[src/rtl/keccak_pkg.sv]
// rtl/keccak_pkg.sv - shared constants and scheduler state encoding for the Keccak-f sequencer
package keccak_pkg;
    localparam int NUM_STEPS      = 5;
    localparam int STEP_W         = $clog2(NUM_STEPS);
    localparam int DEF_NUM_ROUNDS = 24;

    localparam int STEP_THETA = 0;
    localparam int STEP_RHO   = 1;
    localparam int STEP_PI    = 2;
    localparam int STEP_CHI   = 3;
    localparam int STEP_IOTA  = 4;

    typedef enum logic [3:0] {
        ST_IDLE,
        ST_LOAD,
        ST_SEL,
        ST_ISSUE,
        ST_WAITB,
        ST_WAITD,
        ST_ADV,
        ST_FIN,
        ST_ERR
    } sched_state_t;
endpackage

[src/rtl/mod_counter.sv]
// rtl/mod_counter.sv - modulo-MOD up counter with clear, enable and terminal-count flag
module mod_counter #(
    parameter int MOD = 5,
    parameter int W   = $clog2(MOD)
) (
    input  logic         clk,
    input  logic         resetn,
    input  logic         clr,
    input  logic         en,
    output logic [W-1:0] q,
    output logic         co
);
    localparam logic [W-1:0] LAST = W'(MOD - 1);

    assign co = (q == LAST);

    always_ff @(posedge clk) begin
        if (!resetn || clr) begin
            q <= '0;
        end else if (en) begin
            q <= co ? '0 : q + 1'b1;
        end
    end
endmodule

[src/rtl/keccak_round_scheduler.sv]
// rtl/keccak_round_scheduler.sv - round/step sequencer driving the five Keccak step units
module keccak_round_scheduler
    import keccak_pkg::*;
#(
    parameter int NUM_ROUNDS = DEF_NUM_ROUNDS,
    parameter int ROUND_W    = 5,
    parameter int TIMEOUT    = 1023
) (
    input  logic                 clk,
    input  logic                 rst,
    input  logic                 start,
    input  logic [NUM_STEPS-1:0] stepMask,
    input  logic [NUM_STEPS-1:0] stepReady,
    output logic [NUM_STEPS-1:0] stepStart,
    output logic [ROUND_W-1:0]   roundIdx,
    output logic                 bankSel,
    output logic                 ready,
    output logic                 done,
    output logic                 error
);
    localparam int WD_W = $clog2(TIMEOUT + 1);
    localparam logic [WD_W-1:0] WD_MAX = WD_W'(TIMEOUT);

    sched_state_t         state, state_n;
    logic [NUM_STEPS-1:0] mask, mask_n;
    logic [WD_W-1:0]      wdog, wdog_n;
    logic                 bank_n, error_n;
    logic [STEP_W-1:0]    step_idx;
    logic                 step_co, round_co;
    logic                 cnt_clr, step_en, round_en;
    logic                 cur_ready;

    // Step counter wraps to 0 after the last step; round counter is held at its terminal value.
    assign cnt_clr  = (state == ST_LOAD);
    assign step_en  = (state == ST_ADV);
    assign round_en = (state == ST_ADV) && step_co && !round_co;

    mod_counter #(.MOD(NUM_STEPS), .W(STEP_W)) u_step_cnt (
        .clk    (clk),
        .resetn (rst),
        .clr    (cnt_clr),
        .en     (step_en),
        .q      (step_idx),
        .co     (step_co)
    );

    mod_counter #(.MOD(NUM_ROUNDS), .W(ROUND_W)) u_round_cnt (
        .clk    (clk),
        .resetn (rst),
        .clr    (cnt_clr),
        .en     (round_en),
        .q      (roundIdx),
        .co     (round_co)
    );

    assign cur_ready = stepReady[step_idx];

    assign ready     = (state == ST_IDLE);
    assign done      = (state == ST_FIN);
    assign stepStart = (state == ST_ISSUE) ? (NUM_STEPS'(1) << step_idx) : '0;

    always_comb begin
        state_n = state;
        mask_n  = mask;
        wdog_n  = wdog;
        bank_n  = bankSel;
        error_n = error;
        case (state)
            ST_IDLE:  if (start) state_n = ST_LOAD;
            ST_LOAD: begin
                mask_n  = stepMask;
                bank_n  = 1'b0;
                error_n = 1'b0;
                wdog_n  = '0;
                state_n = ST_SEL;
            end
            ST_SEL:   state_n = mask[step_idx] ? ST_ISSUE : ST_ADV;
            ST_ISSUE: begin
                wdog_n  = '0;
                state_n = ST_WAITB;
            end
            ST_WAITB: begin
                if (!cur_ready) begin
                    state_n = ST_WAITD;
                    wdog_n  = '0;
                end else if (wdog == WD_MAX) begin
                    state_n = ST_ERR;
                end else begin
                    wdog_n = wdog + 1'b1;
                end
            end
            ST_WAITD: begin
                if (cur_ready) begin
                    state_n = ST_ADV;
                    bank_n  = ~bankSel;
                end else if (wdog == WD_MAX) begin
                    state_n = ST_ERR;
                end else begin
                    wdog_n = wdog + 1'b1;
                end
            end
            ST_ADV:   state_n = (step_co && round_co) ? ST_FIN : ST_SEL;
            ST_FIN:   state_n = ST_IDLE;
            ST_ERR: begin
                error_n = 1'b1;
                state_n = ST_IDLE;
            end
            default:  state_n = ST_IDLE;
        endcase
    end

    always_ff @(posedge clk) begin
        if (!rst) begin
            state   <= ST_IDLE;
            mask    <= '0;
            wdog    <= '0;
            bankSel <= 1'b0;
            error   <= 1'b0;
        end else begin
            state   <= state_n;
            mask    <= mask_n;
            wdog    <= wdog_n;
            bankSel <= bank_n;
            error   <= error_n;
        end
    end
endmodule

[config.mk]
export PLATFORM = sky130hd
export DESIGN_NAME = keccak_round_scheduler
export DESIGN_NICKNAME = d
export VERILOG_FILES = /design/src/rtl/keccak_pkg.sv /design/src/rtl/mod_counter.sv /design/src/rtl/keccak_round_scheduler.sv
export SDC_FILE = /design/constraint.sdc
export NUM_CORES = 1
export LEC_CHECK = 0
export CAP_MARGIN = 20
export CORE_MARGIN = 3
export CORE_UTILIZATION = 57
export DETAILED_ROUTE_END_ITERATION = 8
export HOLD_SLACK_MARGIN = 0.1
export PLACE_DENSITY = 0.94
export SETUP_SLACK_MARGIN = 0.05
export SYNTH_ARGS = -nofsm -noshare
export SYNTH_HDL_FRONTEND = slang
export SYNTH_HIERARCHICAL = 1
export SYNTH_SLANG_ARGS = --single-unit
[constraint.sdc]
create_clock -name clk -period 6.2 [get_ports clk]
set_input_delay 1.24 -clock clk [delete_from_list [all_inputs] [get_ports clk]]
set_output_delay 1.24 -clock clk [all_outputs]
set_load 0.1 [all_outputs]
==> results of run 1 <==
## synth_stat cells (all sizes together) (4+ instances only)
cell type / count / share of area [%]
clkbuf: 4 / 0.94
nand2: 23 / 5.0
nand4: 4 / 1.8
dfxtp: 29 / 33
nand2b: 9 / 3.2
or3: 4 / 1.4
ha: 4 / 2.9
o21ai: 5 / 2.1
a31oi: 4 / 2.3
nor3b: 5 / 2.2
a21boi: 6 / 2.6
xor2: 6 / 3.0
nor2: 20 / 4.3
inv: 6 / 1.3
nor3: 12 / 3.5
mux2i: 6 / 3.5
a21oi: 11 / 3.6
and3: 6 / 2.5
nand3: 8 / 2.6
buf: 5 / 1.8
## power by group through the flow
| stage | logic [mW] | clock network [mW] | registers [mW] |
|---|---|---|---|
| 2_1_floorplan | 0.239 | 0 | 0.224 |
| 3_5_place_dp | 0.271 | 0 | 0.243 |
| 4_1_cts | 0.272 | 0.120 | 0.239 |
| 6_report | 0.272 | 0.119 | 0.239 |
| 5_1_grt | 0.305 | 0.128 | 0.244 |
| 3_3_place_gp | 0.268 | 0 | 0.240 |
## layer usage
metal,vias to the layer above,wire (um)
met3,8,191
met1,731,1760
met2,40,1720
met4,0,50
li1,789,-
met5,-,0
## flip-flops by register name, indices dropped and copies added, names as in the netlist
register and cells:
bankSel 1, error 1, mask 5, state 4
u_round_cnt/q 5, u_step_cnt/q 3, wdog 10
## through the flow
| step | instance area (um^2) | utilization (%) | setup WS (ps) | std cells |
|---|---|---|---|---|
| after detailed placement | 1990 | 70.2 | 2370 | 255 |
| after CTS | 2040 | 72.2 | 2000 | 262 |
| final | 2040 | 72.2 | 1990 | 262 |
| after global routing | 2040 | 72.2 | 1800 | 262 |
| after floorplan | 1740 | - | 1530 | 207 |
| after global placement | 1990 | 70.2 | 2460 | 255 |
## cell type report
| cell class | instances | share of cell area (%) |
|---|---|---|
| clock buffer | 7 | 2.70 |
| inverter | 6 | 1.10 |
| multi-input combinational | 163 | 53.1 |
| timing repair buffer | 26 | 12.7 |
| tap | 31 | 1.90 |
| sequential | 29 | 28.4 |
## cells by family (layout without fill, tap and decap cells)
group / after synthesis / in the layout / share of synthesized area (%)
AO/OA/AOI/OAI: 40 / 40 / 17.8
adder cells (fa/ha/maj): 4 / 4 / 2.88
flip-flops: 29 / 29 / 33.5
multiplexers: 7 / 7 / 4.98
buffers and inverters: 15 / 39 / 4.04
AND/OR/NAND/NOR: 105 / 105 / 33.3
XOR/XNOR: 7 / 7 / 3.53
## worst paths after layout
path                    startpoint  slack (ps)  cells past startpoint                       endpoint
max          state[0]$_SDFFE_PN0P_        1990                      4                   stepStart[1]
min           mask[3]$_SDFFE_PN0P_         470                      2           mask[3]$_SDFFE_PN0P_
max reg2reg  state[1]$_SDFFE_PN0P_        3570                      7  u_round_cnt/q[3]$_SDFFE_PP0P_
min reg2reg   mask[3]$_SDFFE_PN0P_         470                      2           mask[3]$_SDFFE_PN0P_
## critical path: stages, from the launching register on
cell             delay, ps
dfxtp_1                550
nand2b_1               280
or3_1                  440
nor3b_1                200
clkdlybuf4s50_1       1160
==> flow_metrics.env, run 1 <==
export IMPL_cts_root_buf="clkbuf_4"
export IMPL_most_common_layout_cells="dfxtp_1, clkdlybuf4s50_1, nand2_1"
export IMPL_ys_ff_latch=29
export IMPL_gp_congestion=0.885
export IMPL_fin_hold_ws_ps=468
export IMPL_power_density_mw_per_mm2=309
export IMPL_p_sw_mw=0.275
export IMPL_layout_worst_path_cycle_share_pct=67.9
export IMPL_peakVddDrop_mv=0.197
export IMPL_seq_area_frac_synth_pct=33.5
export IMPL_die_x_um=61.2
export IMPL_grt_pass1_vias=1475
export IMPL_synth_edf_count=0
export IMPL_syn_area_mm2=0.00174
export IMPL_fin_worst_skew_ps=11.2
export IMPL_status="completed"
export IMPL_synth_warnings=6
export IMPL_postSynthCellCount=207
export IMPL_synth_cell_type_count=56
export IMPL_switching_share_pct=43.7
export IMPL_hold_path_class="reg -> reg"
export IMPL_ioPinCount=27
export IMPL_cts_buffer_depth=2
export IMPL_grt_ovfl_total=0
export IMPL_p_total_mw=0.630
export IMPL_layout_nets=248
export IMPL_grt_max_degree=18
export IMPL_drc=0
export IMPL_cts_setup_buffers=0
export IMPL_synth_fp_nets=224
export IMPL_relSlewSlack_pct=35.1
export IMPL_multi_input_area_mm2=0.00108
export IMPL_slew_violations=0
export IMPL_grt_busiest_layer="met2"
export IMPL_cp_start_kind="flop"
export IMPL_via_count=1568
export IMPL_place_hpwl_um=2760
export IMPL_worst_ep_arrival_time_ps=2970
export IMPL_initial_core_util_pct=61.3
export IMPL_core_mm2=0.00283
export IMPL_cts_sinks=29
export IMPL_synthToLayoutAreaGrowth_pct=17.7
export IMPL_combPwrFrac_pct=43.2
export IMPL_regArea_um2=581
export IMPL_use_met3_pct=5.87
export IMPL_cts_tree="yes"
export IMPL_clkPwrFrac_pct=18.9
export IMPL_rsz0062_at_grt="no"
export IMPL_wl_um=3730
export IMPL_drt_iter0_drc=108
export IMPL_cts_buffers=5
export IMPL_grt_use_met1_pct=27.2
export IMPL_worstSkewPairLatency_ps=340
export IMPL_grt_total_usage_pct=22.5
export IMPL_portBuffers=26
export IMPL_drt_pass1_iter_count=4
export IMPL_finalSetupViolations=0
export IMPL_ctsResizeCount=0
export IMPL_p_int_mw=0.355
export IMPL_cp_max_fo=11
export IMPL_async_flop_share_pct=0
export IMPL_hold_viol_final=0
export IMPL_die_area_mm2=0.00374
export IMPL_ctsHoldBuffers=0
export IMPL_max_freq_mhz=238
export IMPL_final_common_cell="dfxtp_1"
export IMPL_worstSetupEndpointType="output pin"
export IMPL_worst_setup_path_type="reg -> out"
export IMPL_antenna_found_initial=0
export IMPL_static_leakage_power_nw=0.738
export IMPL_fin_crit_ps=4210
export IMPL_dieHeight_um=61.2
export IMPL_synth_main_ff_cell="dfxtp_1"
export IMPL_avgSynthCellArea_um2=8.38
export IMPL_h_tree_depth=2
export IMPL_std_cell_rows=19
export IMPL_diodes=0
export IMPL_fin_setup_tns_ps=0
export IMPL_wl_per_cell_um=14.2
export IMPL_cp_required_ps=4960
export IMPL_via_per_inst=5.98
export IMPL_use_met2_pct=38.4
export IMPL_fillers=220
export IMPL_drv_cap=0
export IMPL_max_slew_worst_pin_slew_ps=970
export IMPL_clk_pin_slew_worst_paths_ps=90
export IMPL_grt_pass1_wl_um=6330
export IMPL_ant_nets=0
export IMPL_seqPwrFrac_pct=37.9
export IMPL_drive_gt1_share_pct=9.09
(Power assumes the default switching activity.)
==> run 2: changes to the inputs <==
--- a/config.mk
+++ b/config.mk
@@ -7,10 +7,10 @@
 export LEC_CHECK = 0
 export CAP_MARGIN = 20
 export CORE_MARGIN = 3
-export CORE_UTILIZATION = 57
+export CORE_UTILIZATION = 53
 export DETAILED_ROUTE_END_ITERATION = 8
 export HOLD_SLACK_MARGIN = 0.1
-export PLACE_DENSITY = 0.94
+export PLACE_DENSITY = 0.89
 export SETUP_SLACK_MARGIN = 0.05
 export SYNTH_ARGS = -nofsm -noshare
 export SYNTH_HDL_FRONTEND = slang
==> constraint.sdc (replaced) <==
create_clock -name clk -period 4.14 [get_ports clk]
set_input_delay 0.828 -clock clk [delete_from_list [all_inputs] [get_ports clk]]
set_output_delay 0.828 -clock clk [all_outputs]
set_load 0.1 [all_outputs]
==> flow_metrics.env, run 2 (same netlist as run 1, synthesis figures left out) <==
export IMPL_status="completed"
export IMPL_worstSkewPairLatency_ps=320
export IMPL_clkPwrFrac_pct=18.3
export IMPL_die_area_mm2=0.00400
export IMPL_via_count=1607
export IMPL_grt_pass1_vias=1567
export IMPL_gp_congestion=0.812
export IMPL_h_tree_depth=2
export IMPL_fin_crit_ps=3170
export IMPL_wl_um=3970
export IMPL_cts_buffer_depth=2
export IMPL_dpl_cell_count=269
export IMPL_p_int_mw=0.535
export IMPL_ctsResizeCount=0
export IMPL_reg_largest_list="wdog (10), mask (5), u_round_cnt/q (5)"
export IMPL_post_place_ws_ps=1320
export IMPL_synthToLayoutAreaGrowth_pct=19.0
export IMPL_die_x_um=63.2
export IMPL_dieHeight_um=63.2
export IMPL_initial_core_util_pct=56.4
export IMPL_hold_path_class="reg -> reg"
export IMPL_drc=0
export IMPL_antenna_found_initial=0
export IMPL_diodes=0
export IMPL_cp_max_fo=12
export IMPL_power_density_mw_per_mm2=461
export IMPL_peakVddDrop_mv=0.271
export IMPL_instances_no_fill=276
export IMPL_final_common_cell="dfxtp_1"
export IMPL_core_mm2=0.00308
export IMPL_p_sw_mw=0.417
export IMPL_layout_nets=249
export IMPL_r2r_setup_slack_ps=1960
export IMPL_clk_pin_slew_worst_paths_ps=90
export IMPL_place_hpwl_um=2890
export IMPL_worst_ep_arrival_time_ps=2350
export IMPL_seqPwrFrac_pct=38.0
export IMPL_grt_total_usage_pct=21.8
export IMPL_regMostFlops="wdog"
export IMPL_cts_buffers=5
export IMPL_drt_iter0_drc=137
export IMPL_slew_violations=0
export IMPL_largest_reg_flops=10
export IMPL_switching_share_pct=43.8
export IMPL_max_freq_mhz=315
export IMPL_cp_required_ps=3310
export IMPL_max_slew_worst_pin_slew_ps=980
export IMPL_via_per_inst=5.82
export IMPL_combPwrFrac_pct=43.6
export IMPL_drv_cap=0
export IMPL_rsz0062_at_grt="no"
export IMPL_wl_per_cell_um=14.4
export IMPL_fin_setup_tns_ps=0
export IMPL_ioPinCount=27
export IMPL_static_leakage_power_nw=0.755
export IMPL_finalSetupViolations=0
export IMPL_cp_start_kind="flop"
export IMPL_fin_worst_skew_ps=5.83
export IMPL_worst_setup_path_type="reg -> out"
export IMPL_drt_pass1_iter_count=5
export IMPL_grt_ovfl_total=0
export IMPL_relSlewSlack_pct=34.4
export IMPL_fin_ws_ps=966
export IMPL_most_common_layout_cells="dfxtp_1, nand2_1, clkdlybuf4s50_1"
export IMPL_cts_root_buf="clkbuf_4"
export IMPL_std_cell_rows=20
export IMPL_grt_max_degree=18
export IMPL_hold_viol_final=0
export IMPL_cts_tree="yes"
export IMPL_ctsHoldBuffers=0
export IMPL_cts_setup_buffers=0
export IMPL_ant_nets=0
export IMPL_drive_gt1_share_pct=12.5
export IMPL_cts_sinks=29
export IMPL_grt_pass1_wl_um=7000
export IMPL_portBuffers=26
export IMPL_layout_worst_path_cycle_share_pct=76.7
export IMPL_worstSetupEndpointType="output pin"
-- run 2: critical path, stage by stage, from the launching register on --
cell and delay [ps]:
dfxtp_1 560, nand2b_1 200, nor2_1 130, clkdlybuf4s50_1 1140
-- run 2: path summary, 6_finish.rpt --
kind	to	startpoint	cells after the start
max	done	state[1]$_SDFFE_PN0P_	3
max reg2reg	u_round_cnt/q[3]$_SDFFE_PP0P_	state[1]$_SDFFE_PN0P_	8
min reg2reg	mask[0]$_SDFFE_PN0P_	mask[0]$_SDFFE_PN0P_	2
min	mask[0]$_SDFFE_PN0P_	mask[0]$_SDFFE_PN0P_	2
-- run 2: stage by stage --
step / area (um^2) / power (mW) / hold WS, ps / utilization [%]
finish: 2060 / 0.951 / 468 / 67.1
floorplan: 1750 / 0.697 / 437 / -
global placement: 2010 / 0.766 / 452 / 65.3
global route: 2060 / 1.02 / 489 / 67.1
CTS: 2060 / 0.953 / 470 / 67.1
detailed placement: 2010 / 0.778 / 458 / 65.3
-- run 2: per-layer routing --
metal  part of all wire (%)  wire length (um)  global-route usage, %
met1                     43              1720                   25.2
met2                     48              1920                   38.1
met3                    6.4               254                   5.35
met4                    1.9                76                   9.16
met5                      0                 0                      0
-- run 2: power groups by stage --
| stage | Sequential [mW] | Combinational, mW | Clock, mW |
|---|---|---|---|
| floorplan | 0.335 | 0.362 | 0 |
| global placement | 0.364 | 0.402 | 0 |
| detailed placement | 0.367 | 0.411 | 0 |
| CTS | 0.361 | 0.413 | 0.179 |
| global route | 0.370 | 0.455 | 0.192 |
| finish | 0.362 | 0.415 | 0.174 |
-- run 2: final cells by class --
cell class	instances	area (um^2)
Multi-Input combinational cell	163	1100
Fill cell	271	1010
Tap cell	44	55.1
Clock buffer	7	55.1
Sequential cell	29	581
Inverter	6	22.5
Timing Repair Buffer	27	255
